<file path="src/rtl/clock_set_ctrl.sv">
// Key debounce, mode sequencer and increment-pulse generator for the clock's
// time/alarm adjustment path. Valid/ready handshakes do not apply here: keys are level inputs.
module clock_set_ctrl #(
   parameter logic [15:0] DEBOUNCE_CYCLES = 16'd20000,
   parameter logic [23:0] REPEAT_DELAY    = 24'd500000,
   parameter logic [23:0] REPEAT_RATE     = 24'd100000,
   parameter logic [27:0] TIMEOUT         = 28'd10000000
) (
   input  logic       clk,
   input  logic       rst_n,
   input  logic       key_mode,
   input  logic       key_turn,
   input  logic       key_change,
   output logic [1:0] mode,
   output logic       inc_time_min,
   output logic       inc_time_hour,
   output logic       inc_alarm_min,
   output logic       inc_alarm_hour,
   output logic       LD_min,
   output logic       LD_hour
);

   localparam int DB_W  = $clog2(int'(DEBOUNCE_CYCLES) + 1);
   localparam int RD_W  = $clog2(int'(REPEAT_DELAY) + 1);
   localparam int RR_W  = $clog2(int'(REPEAT_RATE) + 1);
   localparam int REP_W = (RD_W > RR_W) ? RD_W : RR_W;
   localparam int TMO_W = $clog2(int'(TIMEOUT) + 1);

   localparam logic [DB_W-1:0]  DB_LAST  = DB_W'(int'(DEBOUNCE_CYCLES) - 1);
   localparam logic [REP_W-1:0] RD_LAST  = REP_W'(int'(REPEAT_DELAY) - 1);
   localparam logic [REP_W-1:0] RR_LAST  = REP_W'(int'(REPEAT_RATE) - 1);
   localparam logic [TMO_W-1:0] TMO_LAST = TMO_W'(int'(TIMEOUT) - 1);

   typedef enum logic [1:0] {
      RUN       = 2'd0,
      SET_ALARM = 2'd1,
      SET_TIME  = 2'd2
   } mode_e;

   typedef enum logic {
      HOUR = 1'b0,
      MIN  = 1'b1
   } field_e;

   // bit 0 = mode key, bit 1 = turn key, bit 2 = change key
   logic [2:0] key_raw;
   logic [2:0] press_evt;
   logic       chg_lvl;

   assign key_raw = {key_change, key_turn, key_mode};

   for (genvar k = 0; k < 3; k++) begin : g_key
      logic            sync1_q;
      logic            sync2_q;
      logic            lvl_q;
      logic            press_q;
      logic [DB_W-1:0] cnt_q;

      // The counter only runs while the synced level differs from the accepted
      // level, so any return to the accepted level reloads it.
      always_ff @(posedge clk or negedge rst_n) begin
         if (!rst_n) begin
            sync1_q <= 1'b0;
            sync2_q <= 1'b0;
            lvl_q   <= 1'b0;
            press_q <= 1'b0;
            cnt_q   <= '0;
         end else begin
            sync1_q <= key_raw[k];
            sync2_q <= sync1_q;
            press_q <= 1'b0;
            if (sync2_q == lvl_q) begin
               cnt_q <= '0;
            end else if (cnt_q == DB_LAST) begin
               cnt_q   <= '0;
               lvl_q   <= sync2_q;
               press_q <= sync2_q;
            end else begin
               cnt_q <= cnt_q + DB_W'(1);
            end
         end
      end

      assign press_evt[k] = press_q;

      if (k == 2) begin : g_lvl
         assign chg_lvl = lvl_q;
      end
   end

   mode_e            mode_q, mode_d;
   field_e           field_q, field_d;
   logic             rep_act_q, rep_act_d;
   logic             rep_ph_q, rep_ph_d;
   logic [REP_W-1:0] rep_cnt_q, rep_cnt_d;
   logic [REP_W-1:0] rep_lim;
   logic [TMO_W-1:0] tmo_q, tmo_d;
   logic [3:0]       inc_q, inc_d;
   logic [3:0]       tgt;
   logic             ld_min_q, ld_hour_q;

   // inc vector order: {time_min, time_hour, alarm_min, alarm_hour}
   assign tgt = {(mode_q == SET_TIME)  && (field_q == MIN),
                 (mode_q == SET_TIME)  && (field_q == HOUR),
                 (mode_q == SET_ALARM) && (field_q == MIN),
                 (mode_q == SET_ALARM) && (field_q == HOUR)};

   assign rep_lim = rep_ph_q ? RR_LAST : RD_LAST;

   always_comb begin
      mode_d    = mode_q;
      field_d   = field_q;
      rep_act_d = rep_act_q;
      rep_ph_d  = rep_ph_q;
      rep_cnt_d = rep_cnt_q;
      tmo_d     = tmo_q;
      inc_d     = '0;
      if (press_evt[0]) begin
         unique case (mode_q)
            RUN:       mode_d = SET_ALARM;
            SET_ALARM: mode_d = SET_TIME;
            default:   mode_d = RUN;
         endcase
         field_d   = HOUR;
         rep_act_d = 1'b0;
         rep_ph_d  = 1'b0;
         rep_cnt_d = '0;
         tmo_d     = '0;
      end else if (mode_q == RUN) begin
         rep_act_d = 1'b0;
         rep_ph_d  = 1'b0;
         rep_cnt_d = '0;
         tmo_d     = '0;
      end else if (press_evt[1]) begin
         if (field_q == HOUR) field_d = MIN;
         else                 field_d = HOUR;
         rep_ph_d  = 1'b0;
         rep_cnt_d = '0;
         tmo_d     = '0;
      end else if (press_evt[2]) begin
         inc_d     = tgt;
         rep_act_d = 1'b1;
         rep_ph_d  = 1'b0;
         rep_cnt_d = '0;
         tmo_d     = '0;
      end else if (tmo_q == TMO_LAST) begin
         mode_d    = RUN;
         field_d   = HOUR;
         rep_act_d = 1'b0;
         rep_ph_d  = 1'b0;
         rep_cnt_d = '0;
         tmo_d     = '0;
      end else begin
         // Repeat pulses deliberately leave the timeout counter running.
         tmo_d = tmo_q + TMO_W'(1);
         if (!chg_lvl) begin
            rep_act_d = 1'b0;
            rep_ph_d  = 1'b0;
            rep_cnt_d = '0;
         end else if (rep_act_q) begin
            if (rep_cnt_q == rep_lim) begin
               inc_d     = tgt;
               rep_ph_d  = 1'b1;
               rep_cnt_d = '0;
            end else begin
               rep_cnt_d = rep_cnt_q + REP_W'(1);
            end
         end
      end
   end

   always_ff @(posedge clk or negedge rst_n) begin
      if (!rst_n) begin
         mode_q    <= RUN;
         field_q   <= HOUR;
         rep_act_q <= 1'b0;
         rep_ph_q  <= 1'b0;
         rep_cnt_q <= '0;
         tmo_q     <= '0;
         inc_q     <= '0;
         ld_min_q  <= 1'b0;
         ld_hour_q <= 1'b0;
      end else begin
         mode_q    <= mode_d;
         field_q   <= field_d;
         rep_act_q <= rep_act_d;
         rep_ph_q  <= rep_ph_d;
         rep_cnt_q <= rep_cnt_d;
         tmo_q     <= tmo_d;
         inc_q     <= inc_d;
         ld_min_q  <= (mode_d != RUN) && (field_d == MIN);
         ld_hour_q <= (mode_d != RUN) && (field_d == HOUR);
      end
   end

   assign mode = mode_q;
   assign {inc_time_min, inc_time_hour, inc_alarm_min, inc_alarm_hour} = inc_q;
   assign LD_min  = ld_min_q;
   assign LD_hour = ld_hour_q;

endmodule

</file>
<file path="config.mk">
export PLATFORM = sky130hd
export DESIGN_NAME = clock_set_ctrl
export DESIGN_NICKNAME = d
export VERILOG_FILES = /design/src/rtl/clock_set_ctrl.sv
export SDC_FILE = /design/constraint.sdc
export NUM_CORES = 1
export LEC_CHECK = 0
export ABC_AREA = 1
export BUFFER_PORTS_ARGS = -buffer_cell sky130_fd_sc_hd__buf_2
export CELL_PAD_IN_SITES_DETAIL_PLACEMENT = 1
export CELL_PAD_IN_SITES_GLOBAL_PLACEMENT = 1
export CORE_UTILIZATION = 48
export DETAILED_ROUTE_END_ITERATION = 16
export GPL_ROUTABILITY_DRIVEN = 0
export GPL_TIMING_DRIVEN = 0
export HOLD_SLACK_MARGIN = 0.05
export MAX_ROUTING_LAYER = met4
export PLACE_DENSITY = 0.78
export SETUP_SLACK_MARGIN = 0.5
export SLEW_MARGIN = 20
export SYNTH_ARGS = -nofsm -noshare
export SYNTH_HDL_FRONTEND = slang
export SYNTH_SLANG_ARGS = --single-unit
</file>
<file path="constraint.sdc">
create_clock -name clk -period 2.1 [get_ports clk]
set_input_delay 0.21 -clock clk [delete_from_list [all_inputs] [get_ports clk]]
set_output_delay 0.21 -clock clk [all_outputs]
set_load 0.01 [all_outputs]
</file>
Word-level counts from Yosys, hierarchy flattened
Index checks and enable logic that the tools add are counted.

Add/subtract/negate cells: 5. Equal/unequal tests: 14. Multiplexer cells: 60. Bitwise logic cells: 5. Reductions and logical operators: 13.

Operators with widths (number): two-way mux 19 bit (9); two-way mux 24 bit (5); two-way mux 15 bit (6); adder 15 x 1 -> 15 bit (second input constant) (3); == test 15 bit (second input constant) (3); two-way mux 4 bit (8); two-way mux 1 bit (26); adder 24 x 1 -> 24 bit (second input constant) (1); == test 24 bit (second input constant) (1); adder 19 x 1 -> 19 bit (second input constant) (1); == test 19 bit (1); inequality test 7 x 3 -> 1 bit (second input constant) (2); two-way mux 2 bit (5); AND reduction 2 bit (5); logical AND 1 bit (6); inequality test 5 x 2 -> 1 bit (second input constant) (1); inverter 1 bit (5); case mux 2 bit (2 select lines) (1); == test 1 bit (3); inequality test 3 x 2 -> 1 bit (second input constant) (1); == test 2 x 1 -> 1 bit (second input constant) (1); == test 2 bit (second input constant) (1); logical NOT 2 bit (1); nonzero test 2 bit (1).

Bits in registers: 111. Input port bits: 5. Output and inout bits: 8. Word-level logic and storage cells: 121.

Logic depth before layout (Yosys ltp)
Gate-level depths: netlist (run 1).

Word-level depth: 10. Depth in mapped cells: 13. Mapped depth without buffers: 12.

Least setup slack after synthesis (run 1)
Ideal clock, no wire load.

Path type: reg-to-reg. From: reg g_key[2].cnt_q[0]. To: reg g_key[2].cnt_q[5]. Library setup time: 0.137 ns. Data arrival time: 1.394 ns. Required time: 1.963 ns. Slack: 0.569 ns. Cell stages (with the launch flop): 9. Path buffers: 0. Clock period less this slack: 1.531 ns. Path through: dfrtp_1 > ha_1 > nand3_1 > nor2_1 > inv_1 > nor3_1 > nor2_4 > inv_1 > nor3_1.

Longest elaborated chain between the ends: 3. Elaborated cells on any way between the ends: 4. Classes of those cells: add/sub (1); eq/ne (1); mux (2).

Ends and longest elaborated chain: start, declared (line 57) `logic [DB_W-1:0] cnt_q;`; start signal, assigned (line 79) `cnt_q <= cnt_q + DB_W'(1);`; adder 15 x 1 -> 15 bit or == test 15 bit (tied branches) (line 79, 74); two-way mux 15 bit * (line 74) `end else if (cnt_q == DB_LAST) begin`; two-way mux 15 bit * (line 72) `if (sync2_q == lvl_q) begin`.

Mark *: on every way between the ends. The rest lies on a longest branch, timed or not. A chain may end at the register's enable or synchronous reset.

Worst setup path in the final report (run 1)
From: reg rep_cnt_q[1]. To: reg rep_cnt_q[13].

Longest elaborated chain between the ends: 9. Elaborated cells on any way between the ends: 10. Classes of those cells: add/sub (1); eq/ne (1); mux (8).

Ends and longest elaborated chain: start, declared (line 95) `logic [REP_W-1:0] rep_cnt_q, rep_cnt_d;`; start signal, assigned (line 188) `rep_cnt_q <= rep_cnt_d;`; adder 19 x 1 -> 19 bit or == test 19 bit (tied branches) (line 166, 161); two-way mux 19 bit * (line 161) `if (rep_cnt_q == rep_lim) begin`; two-way mux 19 bit * (line 160) `end else if (rep_act_q) begin`; two-way mux 19 bit * (line 156) `if (!chg_lvl) begin`; two-way mux 19 bit * (line 146) `end else if (tmo_q == TMO_LAST) begin`; two-way mux 19 bit * (line 140) `end else if (press_evt[2]) begin`; two-way mux 19 bit * (line 134) `end else if (press_evt[1]) begin`; two-way mux 19 bit * (line 129) `end else if (mode_q == RUN) begin`; two-way mux 19 bit * (line 118) `if (press_evt[0]) begin`.

Mark *: on every way between the ends. The rest lies on a longest branch, timed or not. The select of a mux whose other input is x is not followed.

==> results.toml, run 1 <==
[run_status]
status = "finished, final reports clean"

[worst_setup_path]
cp-end-kind = "flip-flop"
max_stage_delay_ns = 0.44
crit_buf_inv = 1
cp-endpoint = "rep_cnt_q[13]"
r2r_slack_ns = 0.36
worstPathRequired_ns = 2.34
critical_path_class = "reg2reg"
critPathTopFamily = "simple AND/OR/NAND/NOR gates"
reg2reg_depth = 7
cp.arrival_ns = 1.99
path_cells = "buf_6, nand3_4, nor3_4, nand2_1, nor2_1, xnor2_1, o21ai_2"
cp_max_fo = 5
worstReg2RegEnd = "rep_cnt_q[13]"
worstSetupStartpointType = "flip-flop"
rr_startpoint = "rep_cnt_q[1]"
path_depth = 7
setup.worst_path.start = "rep_cnt_q[1]"
slowest_stage = "dfrtp_1"

[drt]
drtPass1Iterations = 4
avgRoutedWirePerCell_um = 16.2
routed_wl_mm = 15.4
ant_nets = 0
vias_per_cell = 5.41
drtIter0Drc = 206
drc = 0
via_count = 5131

[synthesis]
synth_top_family_by_area = "simple AND/OR/NAND/NOR gates"
synth_seq_cells = 111
yosys.area_share.adder_pct = 1.07
ys_types = 46
postSynthCellCount = 723
synth-simple-area-share_pct = 31.7
synth-async-reset-ratio_pct = 100
ys_seq_area_share_pct = 47.6
yosys.area_share.xor_xnor_pct = 4.20
yosysWarnings = 0
avgSynthCellArea_sq_um = 8.07
syn_area_sq_um = 5830
synth_compound_area_share_pct = 8.45
synth_edf_count = 0
muxShareOfSynthArea_pct = 0
syn_nets = 733
synth_ff_type = "dfrtp_1"

[floorplan]
die_area_sq_um = 12600
rows = 39
ios = 13
die_h_um = 112
core_area_sq_um = 11600
die_w_um = 112
start_util_pct = 50.2

[timing]
rsz0062_at_grt = "true"
hold_ws_ns = 0.351
finalSetupViolations = 0
worst_slew_pin_slew_ns = 0.502
min_period_over_period_pct = 83.1
hold_viol_final = 0
relSlewSlack_pct = 66.4
max_freq_mhz = 573
skew_ns = 0.00908
slew_viol_final = 0
final.min_clock_period_ns = 1.74

[clock_network]
clk_path_buf_depth = 2
clock-root-buffer = "clkbuf_16"
cts.sinks = 111
cts_tree = "done"
cts_max_level = 3
cts_buffers = 9
clkLatencyLatePin_ns = 0.36
cts.clk_slew.worst_paths_ns = 0.07

[hold_path]
min_path_type = "in2async"

[placed_design]
port_buffers = 12
placedCellCount = 879
placed_area_sq_um = 6110
hpwl_mm = 10.1

[layout]
regArea_sq_um = 2790
fin_nets = 811
finalNonFillerCells = 949
drive_gt1_share_pct = 28.5
final_cell_mix = "nand2_1, nor2_1, dfrtp_1"
layout.cell_area.non_filler_sq_um = 7400
final_common_cell = "nand2_1"
area_growth_pct = 26.8
nFillCells = 1319
antenna_cells = 0
multi_input_area_sq_um = 3140

[job]
max_cap_viol_count = 0

[global_route]
grt_pass1_wl_mm = 25.3
first_global_vias = 5339
grt_use_total_pct = 25.9
grt-ovfl-total = 0
grt_max_degree = 67
antenna_found_initial = 0

[power_and_ir_drop]
power.total_uw = 4050
ir_drop_mv = 0.496
p_per_area_nw_per_um2 = 547
leakagePower_uw = 0.00329
repair_timing:
action | in CTS | in global routing
endpoints found under the setup margin | 83 | 82
cloned | 3 | 0
buffers inserted | 18 | 29
pin swaps | 20 | 44
gates resized for setup | 50 | 105
hold endpoints to repair | 48 | 0
hold buffers | 4 | 0
through the flow:
stage	worst slack [ns]	TNS, ns	util (%)
after floorplan	0.569	0	-
after global placement	-0.494	-53.97	52.3
after detailed placement	0.217	0	52.6
after CTS	0.439	0	58.7
after global routing	0.316	0	63.7
final	0.356	0	63.7
registers in the layout, indices dropped and copies added, names as in the netlist:
register and cells:
LD_min 1, g_key.sync1_q 3, LD_hour 1, field_q 1, g_key.cnt_q 45, g_key.press_q 3
chg_lvl 1, rep_cnt_q 19, rep_act_q 1, mode 2, rep_ph_q 1, tmo_q 24
g_key.sync2_q 3, g_key.lvl_q 2, inc_q 4
metal layers:
| layer | part of all wire (%) | global-route usage (%) | up-vias |
|---|---|---|---|
| met2 | 53 | 44.8 | 50 |
| met3 | 2.0 | 5.35 | 17 |
| met1 | 44 | 30.9 | 2571 |
| li1 | - | - | 2493 |
| met5 | 0 | - | - |
| met4 | 1.3 | 6.40 | 0 |
area by class of cell:
type	instances	area share, %
plain buffers	6	0.660
multi-input cells	510	42.4
clock inverters	5	0.660
flip-flops and latches	111	37.7
clock buffers	11	3.42
well taps	143	2.42
repair buffers	66	7.75
inverters	97	4.99
how the worst min path moves through the flow:
stage | end | from | slack, ns
after floorplan | LD_hour | rst_n | -0.09
after global placement | g_key[0].sync1_q | key_mode | 0.32
after detailed placement | tmo_q[10] | rst_n | 0.17
after CTS | tmo_q[6] | rst_n | 0.35
after global routing | g_key[1].sync2_q | g_key[1].sync1_q | 0.36
final | tmo_q[10] | rst_n | 0.35
synth_stat cells, types with 2 or more instances:
cell,instances,area [sq um]
xor2_1,20,175
nand3_2,3,30.0
nor2_4,2,22.5
a31oi_1,3,18.8
nor4_1,4,25.0
nand2_2,10,62.6
buf_6,2,22.5
nand3_1,43,215
dfrtp_1,111,2780
ha_1,5,62.6
inv_2,2,7.51
nor3b_1,7,52.6
inv_1,95,357
nand2_1,133,499
o21ai_0,18,90.1
a21oi_2,2,17.5
o21bai_1,2,15.0
a211oi_1,2,15.0
nor2_2,6,37.5
o21ai_2,7,61.3
buf_2,3,15.0
o21a_1,3,22.5
nor3_4,2,32.5
nor3_2,3,30.0
xnor2_1,8,70.1
o21ai_1,3,15.0
nand4_1,17,106
a21oi_1,39,195
nor3_1,27,135
nor2_1,125,469
kinds of logic (layout without fill, tap and decap cells):
logic type,Yosys count,in the layout
AND/OR/NAND/NOR,392,393
AO/OA/AOI/OAI,84,84
XOR/XNOR,28,28
adder cells (fa/ha/maj),5,5
flip-flops,111,111
buffers and inverters,103,185
report_power, final:
| group | leakage (uW) | internal [uW] | total [uW] | switching (uW) |
|---|---|---|---|---|
| Sequential | 0.00151 | 2150 | 2170 | 18.4 |
| Clock | 0.000144 | 896 | 1730 | 830 |
| Combinational | 0.00163 | 58.3 | 149 | 90.9 |
Note: power is estimated with default switching activity, not from simulation.
==> run 2, diff against run 1 <==
--- a/config.mk
+++ b/config.mk
@@ -9,13 +9,13 @@
 export BUFFER_PORTS_ARGS = -buffer_cell sky130_fd_sc_hd__buf_2
 export CELL_PAD_IN_SITES_DETAIL_PLACEMENT = 1
 export CELL_PAD_IN_SITES_GLOBAL_PLACEMENT = 1
-export CORE_UTILIZATION = 48
+export CORE_UTILIZATION = 43
 export DETAILED_ROUTE_END_ITERATION = 16
 export GPL_ROUTABILITY_DRIVEN = 0
 export GPL_TIMING_DRIVEN = 0
 export HOLD_SLACK_MARGIN = 0.05
 export MAX_ROUTING_LAYER = met4
-export PLACE_DENSITY = 0.78
+export PLACE_DENSITY = 0.74
 export SETUP_SLACK_MARGIN = 0.5
 export SLEW_MARGIN = 20
 export SYNTH_ARGS = -nofsm -noshare
==> constraint.sdc (replaced) <==
create_clock -name clk -period 1.45 [get_ports clk]
set_input_delay 0.145 -clock clk [delete_from_list [all_inputs] [get_ports clk]]
set_output_delay 0.145 -clock clk [all_outputs]
set_load 0.01 [all_outputs]
==> results.toml, run 2 (synthesis results as in run 1) <==
[run_status]
status = "finished with violations"
violations = "hold timing, setup timing"

[floorplan]
start_util_pct = 44.1
core_area_sq_um = 13200
die_h_um = 118
die_w_um = 118
ios = 13
die_area_sq_um = 14000
rows = 42

[layout]
layout.cell_area.non_filler_sq_um = 8740
antenna_cells = 0
largest_registers = "g_key.cnt_q x45, tmo_q x24, rep_cnt_q x19"
largest_reg_flops = 45
fin_nets = 883
largest-register = "g_key.cnt_q"
final_cell_mix = "dfrtp_1, nand2_1, buf_4"
finalNonFillerCells = 1054
drive_gt1_share_pct = 47.4
area_growth_pct = 49.8

[job]
max_cap_viol_count = 0

[power_and_ir_drop]
p_per_area_nw_per_um2 = 695
internal_power_uw = 4540
clock_power_share_pct = 42.8
power.switching_uw = 1530
ir_drop_mv = 0.736
seqPwrFrac_pct = 52.1
power_frac_comb_pct = 5.1
leakagePower_uw = 0.00381
p_sw_share_pct = 25.2

[clock_network]
clock-root-buffer = "clkbuf_16"
clkLatencyLatePin_ns = 0.38
clk_path_buf_depth = 2
cts_hold_buf = 3
cts_tree = "done"
cts.clk_slew.worst_paths_ns = 0.09
cts_max_level = 3
cts.sinks = 111
cts_buffers = 9

[placed_design]
place_worst_setup_slack_ns = -0.266
port_buffers = 12
hpwl_mm = 10.2
placedCellCount = 912
placed_area_sq_um = 6420

[worst_setup_path]
worstPathRequired_ns = 1.72
setup.worst_path.start = "rep_cnt_q[5]"
cp-end-kind = "flip-flop"
rr_startpoint = "rep_cnt_q[5]"
cp_max_fo = 6
cpMostUsedCell = "nand2_1"
cp.arrival_ns = 2.24
max_stage_delay_ns = 0.48
critPathTopFamily = "simple AND/OR/NAND/NOR gates"
reg2reg_depth = 9
crit_buf_inv = 1
slowest_stage = "dfrtp_1"
path_cells = "inv_1, nand2_1, nor2_1, nand2_1, nor2_4, nand4_1, o21ai_2, nand2_2, nor2_2"
path_depth = 9
critical_path_class = "reg2reg"
worstSetupStartpointType = "flip-flop"

[drt]
routed_wl_mm = 25.4
drc = 0
via_count = 6144
avgRoutedWirePerCell_um = 24.1
drtPass1Iterations = 5
vias_per_cell = 5.83
ant_nets = 0
drtIter0Drc = 424

[global_route]
antenna_found_initial = 0
first_global_vias = 6012
grt-ovfl-total = 0
grt_max_degree = 70
grt_pass1_wl_mm = 30.0
grt_use_total_pct = 28.2

[timing]
skew_ns = 0.0176
hold_ws_ns = -0.301
rsz0062_at_grt = "true"
min_period_over_period_pct = 136
worst_slew_pin_slew_ns = 0.466
slew_viol_final = 0
hold_viol_final = 42
finalWorstSetupSlack_ns = -0.518
relSlewSlack_pct = 68.7
final.min_clock_period_ns = 1.97
finalSetupViolations = 95
max_freq_mhz = 508

[hold_path]
min_path_type = "in2async"
-- run 2: cell types whose count changed in the layout (fill, tap and decap cells not counted), moves of 11 or more --
cell     change
buf_4       +43
buf_6       +27
nor2_1      -26
nand2_1     -22
nand2_2     +16
nor2_4      +16
nand3_1     -13
nor3_1      -12
inv_1       -11
nor2_2      +11
-- run 2: what timing repair did --
item,in CTS,in global routing
hold endpoints to repair,45,42
pin swaps,57,64
endpoints found under the setup margin,113,113
cloned,5,0
gates resized for setup,125,132
buffers inserted,73,45
-- run 2: worst register-to-register path: stages, from the launching register on --
cell     delay (ns)
dfrtp_1        0.48
inv_1          0.14
nand2_1        0.10
nor2_1         0.13
nand2_1        0.09
nor2_4         0.11
nand4_1        0.18
o21ai_2        0.26
nand2_2        0.11
nor2_2         0.26
-- run 2: final timing paths --
kind | endpoint | slack [ns]
max | inc_q[0] | -0.52
min | tmo_q[17] | -0.30
max reg2reg | inc_q[0] | -0.52
min reg2reg | g_key[0].sync2_q | 0.37
max in group asynchronous | mode[0] | 1.02
min in group clk | g_key[0].sync2_q | 0.37
-- run 2: cell type report --
| class | count | area, sq um |
|---|---|---|
| Clock buffer | 12 | 256 |
| Sequential cell | 111 | 2800 |
| Clock inverter | 4 | 36.3 |
| Tap cell | 176 | 220 |
| Fill cell | 1478 | 4510 |
| Buffer | 6 | 56.3 |
| Inverter | 97 | 387 |
| Multi-Input combinational cell | 513 | 3780 |
| Timing Repair Buffer | 135 | 1210 |
-- run 2: power by group through the flow --
| stage | clock [uW] | combinational (uW) | sequential (uW) |
|---|---|---|---|
| 2_1_floorplan | 0 | 66.2 | 3200 |
| 3_3_place_gp | 0 | 148 | 3200 |
| 3_5_place_dp | 0 | 167 | 3210 |
| 4_1_cts | 2570 | 241 | 3150 |
| 5_1_grt | 2730 | 335 | 3160 |
| 6_report | 2600 | 312 | 3160 |
-- run 2: stage by stage --
step	TNS (ns)	utilization, %	total power [uW]
after floorplan	-0.102	-	3270
after global placement	-131.87	48.2	3350
after detailed placement	-8.03	48.5	3370
after CTS	-5.90	59.5	5960
after global routing	-23.92	66.0	6220
final	-19.19	66.0	6070
-- run 2: per-layer routing --
| layer | track usage [%] | wire, um |
|---|---|---|
| met1 | 30.5 | 9670 |
| met4 | 9.02 | 1230 |
| met3 | 5.84 | 1140 |
| met5 | - | 0 |
| met2 | 51.5 | 13400 |
